<file path="config.mk">
export PLATFORM = sky130hd
export DESIGN_NAME = fp_class_stream
export DESIGN_NICKNAME = d
export VERILOG_FILES = /design/src/rtl/fp_class_stream.sv
export SDC_FILE = /design/constraint.sdc
export NUM_CORES = 1
export LEC_CHECK = 0
export BUFFER_PORTS_ARGS = -buffer_cell sky130_fd_sc_hd__buf_4
export CORE_MARGIN = 3
export CORE_UTILIZATION = 25
export DETAILED_ROUTE_END_ITERATION = 10
export HOLD_SLACK_MARGIN = 0.15
export SKIP_LAST_GASP = 1
export SYNTH_ARGS = -nofsm -noshare
export SYNTH_HDL_FRONTEND = slang
export SYNTH_SLANG_ARGS = --single-unit
</file>
<file path="constraint.sdc">
create_clock -name clk -period 4.03 [get_ports clk]
set_input_delay 0.806 -clock clk [delete_from_list [all_inputs] [get_ports clk]]
set_output_delay 0.806 -clock clk [all_outputs]
set_load 0.02 [all_outputs]
</file>
<file path="src/rtl/fp_class_stream.sv">
// fp_class_stream: streaming classifier/unpacker for a packed binary
// floating-point operand {sign, exp, sig}.
//
// Each accepted operand is classified as sNaN, qNaN, inf, zero, subnormal or
// normal. The operand is then unpacked into a sign, an unbiased signed
// exponent and a significand that carries an explicit leading bit.
// Subnormals are normalised by a binary-search leading-zero shifter that runs
// one stage per cycle. When daz is set, subnormals are reported as zero.
//
// Ports
//   clk, rst_n         clock, asynchronous active-low reset
//   in_valid/in_ready  operand handshake; in_f and daz are captured on accept
//   in_f               packed operand {sign, exp[NEXP-1:0], sig[NSIG-1:0]}
//   daz                denormals-are-zero mode for this operand
//   out_valid/out_ready result handshake
//   out_sign           operand sign
//   out_exp            unbiased exponent (signed, NEXP+2 bits)
//   out_sig            significand with explicit leading bit (NSIG+1 bits)
//   out_snan..out_norm one-hot class flags
//   out_fclass         one-hot class mask: 0 -inf, 1 -norm, 2 -sub, 3 -zero,
//                      4 +zero, 5 +sub, 6 +norm, 7 +inf, 8 sNaN, 9 qNaN
//   state_dbg          current FSM state (0 IDLE, 1 NORM, 2 DONE)
//
// Handshake rule: a transfer happens on a rising edge where valid and ready
// are both high; valid never depends on ready, and once out_valid is high
// every out_* signal holds until that transfer occurs.
module fp_class_stream #(
    parameter int NEXP       = 5,
    parameter int NSIG       = 10,
    parameter int BIAS       = (1 << (NEXP - 1)) - 1,
    parameter int EMIN       = 1 - BIAS,
    parameter int CLOG2_NSIG = $clog2(NSIG + 1)
) (
    input  logic                   clk,
    input  logic                   rst_n,
    input  logic                   in_valid,
    output logic                   in_ready,
    input  logic [NEXP+NSIG:0]     in_f,
    input  logic                   daz,
    output logic                   out_valid,
    input  logic                   out_ready,
    output logic                   out_sign,
    output logic signed [NEXP+1:0] out_exp,
    output logic [NSIG:0]          out_sig,
    output logic                   out_snan,
    output logic                   out_qnan,
    output logic                   out_inf,
    output logic                   out_zero,
    output logic                   out_sub,
    output logic                   out_norm,
    output logic [9:0]             out_fclass,
    output logic [1:0]             state_dbg
);

    localparam int EW     = NEXP + 2;
    localparam int LAST_I = CLOG2_NSIG - 1;

    localparam logic signed [EW-1:0]  BIAS_X     = BIAS[EW-1:0];
    localparam logic signed [EW-1:0]  EMIN_X     = EMIN[EW-1:0];
    localparam logic [CLOG2_NSIG-1:0] LAST_STAGE = LAST_I[CLOG2_NSIG-1:0];

    typedef enum logic [1:0] {
        IDLE = 2'd0,
        NORM = 2'd1,
        DONE = 2'd2
    } state_t;

    state_t state;

    // ------------------------------------------------------------------
    // Operand field decode and classification (on the incoming operand)
    // ------------------------------------------------------------------
    logic            sign_in;
    logic [NEXP-1:0] exp_in;
    logic [NSIG-1:0] sig_in;
    logic            exp_ones, exp_zero, sig_zero, sig_msb;
    logic            c_snan, c_qnan, c_inf, c_zero, c_sub, c_norm;
    logic            need_norm;
    logic            accept;

    assign sign_in  = in_f[NEXP+NSIG];
    assign exp_in   = in_f[NEXP+NSIG-1:NSIG];
    assign sig_in   = in_f[NSIG-1:0];
    assign exp_ones = &exp_in;
    assign exp_zero = ~|exp_in;
    assign sig_zero = ~|sig_in;
    assign sig_msb  = sig_in[NSIG-1];

    assign c_qnan    = exp_ones & sig_msb;
    assign c_snan    = exp_ones & ~sig_zero & ~sig_msb;
    assign c_inf     = exp_ones & sig_zero;
    // A daz subnormal is reported as a zero of the same sign.
    assign c_zero    = exp_zero & (sig_zero | daz);
    assign c_sub     = exp_zero & ~sig_zero & ~daz;
    assign c_norm    = ~exp_ones & ~exp_zero;
    assign need_norm = c_sub;

    assign in_ready = rst_n & ((state == IDLE) | ((state == DONE) & out_ready));
    assign accept   = in_valid & in_ready;
    assign state_dbg = state;

    function automatic logic [9:0] fclass_of(input logic s, input logic snan,
                                             input logic qnan, input logic inf,
                                             input logic zero, input logic sub,
                                             input logic norm);
        logic [9:0] m;
        m    = '0;
        m[0] = s & inf;
        m[1] = s & norm;
        m[2] = s & sub;
        m[3] = s & zero;
        m[4] = ~s & zero;
        m[5] = ~s & sub;
        m[6] = ~s & norm;
        m[7] = ~s & inf;
        m[8] = snan;
        m[9] = qnan;
        return m;
    endfunction

    // Exponent/significand for operands that need no normalisation.
    // NaN/inf keep the raw biased exponent; zeros (including daz
    // subnormals) come out as all-zero.
    logic signed [EW-1:0] d_exp;
    logic [NSIG:0]        d_sig;

    always_comb begin
        d_exp = $signed({2'b00, exp_in});
        d_sig = {1'b0, sig_in};
        if (c_norm) begin
            d_exp = $signed({2'b00, exp_in}) - BIAS_X;
            d_sig = {1'b1, sig_in};
        end else if (exp_zero) begin
            d_exp = '0;
            d_sig = '0;
        end
    end

    // ------------------------------------------------------------------
    // Binary-search normaliser: stage k tests the top 2^(CLOG2_NSIG-1-k)
    // bits of the working significand and shifts them out when all zero.
    // The shift amounts add up to the leading-zero count of the operand.
    // ------------------------------------------------------------------
    logic [NSIG:0]           work, work_nx;
    logic [CLOG2_NSIG-1:0]   cnt, cnt_nx, stage;
    int                      step;
    logic signed [EW-1:0]    norm_exp;

    always_comb begin
        step    = 1 << (CLOG2_NSIG - 1 - int'(stage));
        work_nx = work;
        cnt_nx  = cnt;
        if ((work >> (NSIG + 1 - step)) == '0) begin
            work_nx = work << step;
            cnt_nx  = cnt | step[CLOG2_NSIG-1:0];
        end
    end

    assign norm_exp = EMIN_X - $signed({{(EW - CLOG2_NSIG){1'b0}}, cnt_nx});

    // ------------------------------------------------------------------
    // FSM with registered outputs
    // ------------------------------------------------------------------
    always_ff @(posedge clk or negedge rst_n) begin
        if (!rst_n) begin
            state      <= IDLE;
            out_valid  <= 1'b0;
            out_sign   <= 1'b0;
            out_exp    <= '0;
            out_sig    <= '0;
            out_snan   <= 1'b0;
            out_qnan   <= 1'b0;
            out_inf    <= 1'b0;
            out_zero   <= 1'b0;
            out_sub    <= 1'b0;
            out_norm   <= 1'b0;
            out_fclass <= '0;
            work       <= '0;
            cnt        <= '0;
            stage      <= '0;
        end else begin
            case (state)
                IDLE, DONE: begin
                    if (accept) begin
                        // Class and sign are final at accept; out_valid is
                        // low while normalising, so loading them early is
                        // invisible to the consumer.
                        out_sign   <= sign_in;
                        out_exp    <= d_exp;
                        out_sig    <= d_sig;
                        out_snan   <= c_snan;
                        out_qnan   <= c_qnan;
                        out_inf    <= c_inf;
                        out_zero   <= c_zero;
                        out_sub    <= c_sub;
                        out_norm   <= c_norm;
                        out_fclass <= fclass_of(sign_in, c_snan, c_qnan, c_inf,
                                                c_zero, c_sub, c_norm);
                        if (need_norm) begin
                            state     <= NORM;
                            out_valid <= 1'b0;
                            work      <= {1'b0, sig_in};
                            cnt       <= '0;
                            stage     <= '0;
                        end else begin
                            state     <= DONE;
                            out_valid <= 1'b1;
                        end
                    end else if ((state == DONE) && out_ready) begin
                        state     <= IDLE;
                        out_valid <= 1'b0;
                    end
                end
                NORM: begin
                    work  <= work_nx;
                    cnt   <= cnt_nx;
                    stage <= stage + 1'b1;
                    if (stage == LAST_STAGE) begin
                        out_exp   <= norm_exp;
                        out_sig   <= work_nx;
                        state     <= DONE;
                        out_valid <= 1'b1;
                    end
                end
                default: begin
                    state     <= IDLE;
                    out_valid <= 1'b0;
                end
            endcase
        end
    end

endmodule

</file>
==> metrics.csv <==
metric;value;unit
fmax;269;MHz
cts_tree;done;
synth_mux_area_frac;0.0428;
ir_drop;0.273;mV
synthXorXnorAreaFrac;0.0159;
timing.rr.start;stage[2];
synth-simple-area-share;0.205;
drv_cap;0;
max_stage_delay;540;ps
min_path_cells;2;
setup_tns;0;ps
cp.arrival;3880;ps
htreeDepth;2;
multiInputGateArea;1770;um2
async_flop_share;1.00;
ys_seq_area_frac;0.402;
ys.flop_type;dfrtp_1;
wl_per_cell;17.1;um
core;12800;um2
die_x;121;um
min_to;out_sub;
fin_crit_sh;0.922;
whs;480;ps
drive_gt1_frac;0.228;
stdcell_count;601;
portBuffers;59;
diodes;0;
syn_nets;408;
clk_pin_slew;80;ps
reg2reg_depth;16;
finalHoldViolCount;0;
gp_congestion;0.916;
worstSkewPairLatency;300;ps
seqCellArea;1330;um2
drt_iter0_drc;210;
fillers;1364;
gr-total-overflow;0;
cts-root-buf;clkbuf_16;
grt_pass1_vias;3118;
globalRouteTotalUtil;0.145;
first_pass_iters;4;
path_max_fanout;11;
worstHoldStart;out_sub;
path_cells;inv_1 -> ha_1 -> nor4b_2 -> nand2_1 -> inv_1 -> ha_1 -> inv_1 -> a31o_2 -> a31oi_4 -> nor3_1 -> nor2_1 -> inv_1 -> ha_1 -> xor2_1 -> o21ai_0 -> a21oi_1;
cts_made_buffers;5;
synth_edf_count;0;
synth_top_family_by_area;compound AO/OA/AOI/OAI gates;
core.rowCount;41;
hp-class;register to register;
yosysWarnings;0;
fin_nets;456;
critical_path_class;register to register;
route.detailed.drc;0;
totalPowerFinal;0.00248;W
clock_path_buffers;2;
die_area;14600;um2
antenna_found_initial;0;
start_util;0.259;
post_cts_resized;0;
end_kind;register;
cts.sinks;53;
leakagePower;1.78;nW
startpoint;stage[2];
min_period;3720;ps
rsz0062_at_grt;no;
area_growth;22.4;%
synthesis.area;3300;um2
grt_start_max_net_pins;54;
dp_cells;593;
tightest_slew;989;ps
hpwl;7.70;mm
path_common_cell;inv_1;
cts_setup_buffers;0;
synth_seq_cells;53;
synth_compound_area_frac;0.244;
routed_wl;10.3;mm
die_h;121;um
setup_viol;0;
max-slew-margin-rel;0.338;
final_antenna_net_count;0;
p_per_area;613;nW/um2
cp_slowest_cell;dfrtp_1;
via_per_inst;5.17;
synthAdderAreaFrac;0.0265;
fin_skew;5.99;ps
synth.distinct_cells;68;
vias;3106;
status;finished clean;
slew_viol_final;0;
io_pins;60;
r2r-end;out_exp[2];
postSynthCellCount;380;
synth.avg_cell_area;8.69;um2
cp-start-kind;register;
r2r_slack;310;ps
grt_pass1_wl;16.8;mm
required;4190;ps
hold_buffers;0;
[per-layer routing]
metal | global-route usage | wire length (um)
met1 | 0.205 | 4940
met2 | 0.220 | 4500
met4 | 0.0559 | 258
met3 | 0.0284 | 610
met5 | 0 | 0
[cells in the final DEF (no fill, tap or decap), drive strengths merged, types with 7 or more instances in the layout]
cell   instances
a21oi         19
o21ai         34
nand3          9
mux2i         13
nand2         56
ha             7
nor2          37
inv           19
dfrtp         53
o221a          7
buf           69
o22ai         10
[sequential cells by signal, indices dropped and copies added, names as in the netlist]
name	flops
out_sig	11
work	11
out_fclass	9
out_exp	6
cnt	4
stage	4
state_dbg	2
out_inf	1
out_norm	1
out_qnan	1
out_sign	1
out_sub	1
out_zero	1
[per-stage QoR]
step | cell area (um2) | setup slack (ps) | utilization
after floorplan | 3300 | 874 | -
after global placement | 3890 | 492 | 0.305
after detailed placement | 3890 | 356 | 0.305
after CTS | 4040 | 342 | 0.317
after global routing | 4040 | 6.54 | 0.317
final | 4040 | 314 | 0.317
[worst max-delay path, delay by kind of cell (launching register included)]
kind            cells  cell delay [ps]
compound gates      4              720
xor+xnor            1              160
fa+ha+maj           3              870
buf+inv             4              430
flops               1              540
simple gates        4              840
[where the power goes]
| group | internal, W | total, W | switching (W) |
|---|---|---|---|
| logic | 0.000496 | 0.00120 | 0.000709 |
| registers | 0.000646 | 0.000811 | 0.000164 |
| clock network | 0.000240 | 0.000462 | 0.000222 |
[worst max-delay path by stage]
stage | endpoint | slack, ps | cells past startpoint
floorplan | out_exp[2] | 870 | 17
global placement | out_exp[2] | 490 | 16
CTS | out_exp[2] | 340 | 16
global route | out_exp[2] | 7 | 16
detailed placement | out_exp[2] | 360 | 16
finish | out_exp[2] | 310 | 16
[synth_stat cells (all sizes together), types with 5 or more instances]
cell	number	area (um2)
a21oi	19	95.1
nand2	56	210
ha	7	87.6
dfrtp	53	1330
nor2	37	139
o211ai	6	45.0
o221a	7	78.8
o21ai	34	174
clkbuf	13	48.8
buf	15	104
o22ai	10	62.6
nand3	9	45.0
o31ai	5	37.5
a31oi	5	46.3
inv	16	60.1
nor3	6	30.0
mux2i	13	130
a211oi	5	37.5
[kinds of logic after synthesis]
group	count (synthesis)
AND/OR/NAND/NOR	140
multiplexers	14
AO/OA/AOI/OAI	116
buffers and inverters	44
XOR/XNOR	6
flip-flops	53
adder cells (fa/ha/maj)	7
[layout make-up]
cell class | instances | area share
multi-input combinational | 283 | 0.438
sequential | 53 | 0.328
timing repair buffer | 69 | 0.128
tap | 172 | 0.0532
clock buffer | 5 | 0.0309
inverter | 16 | 0.0149
clock inverter | 3 | 0.00712
No activity file was read; power rests on OpenSTA's default activity.
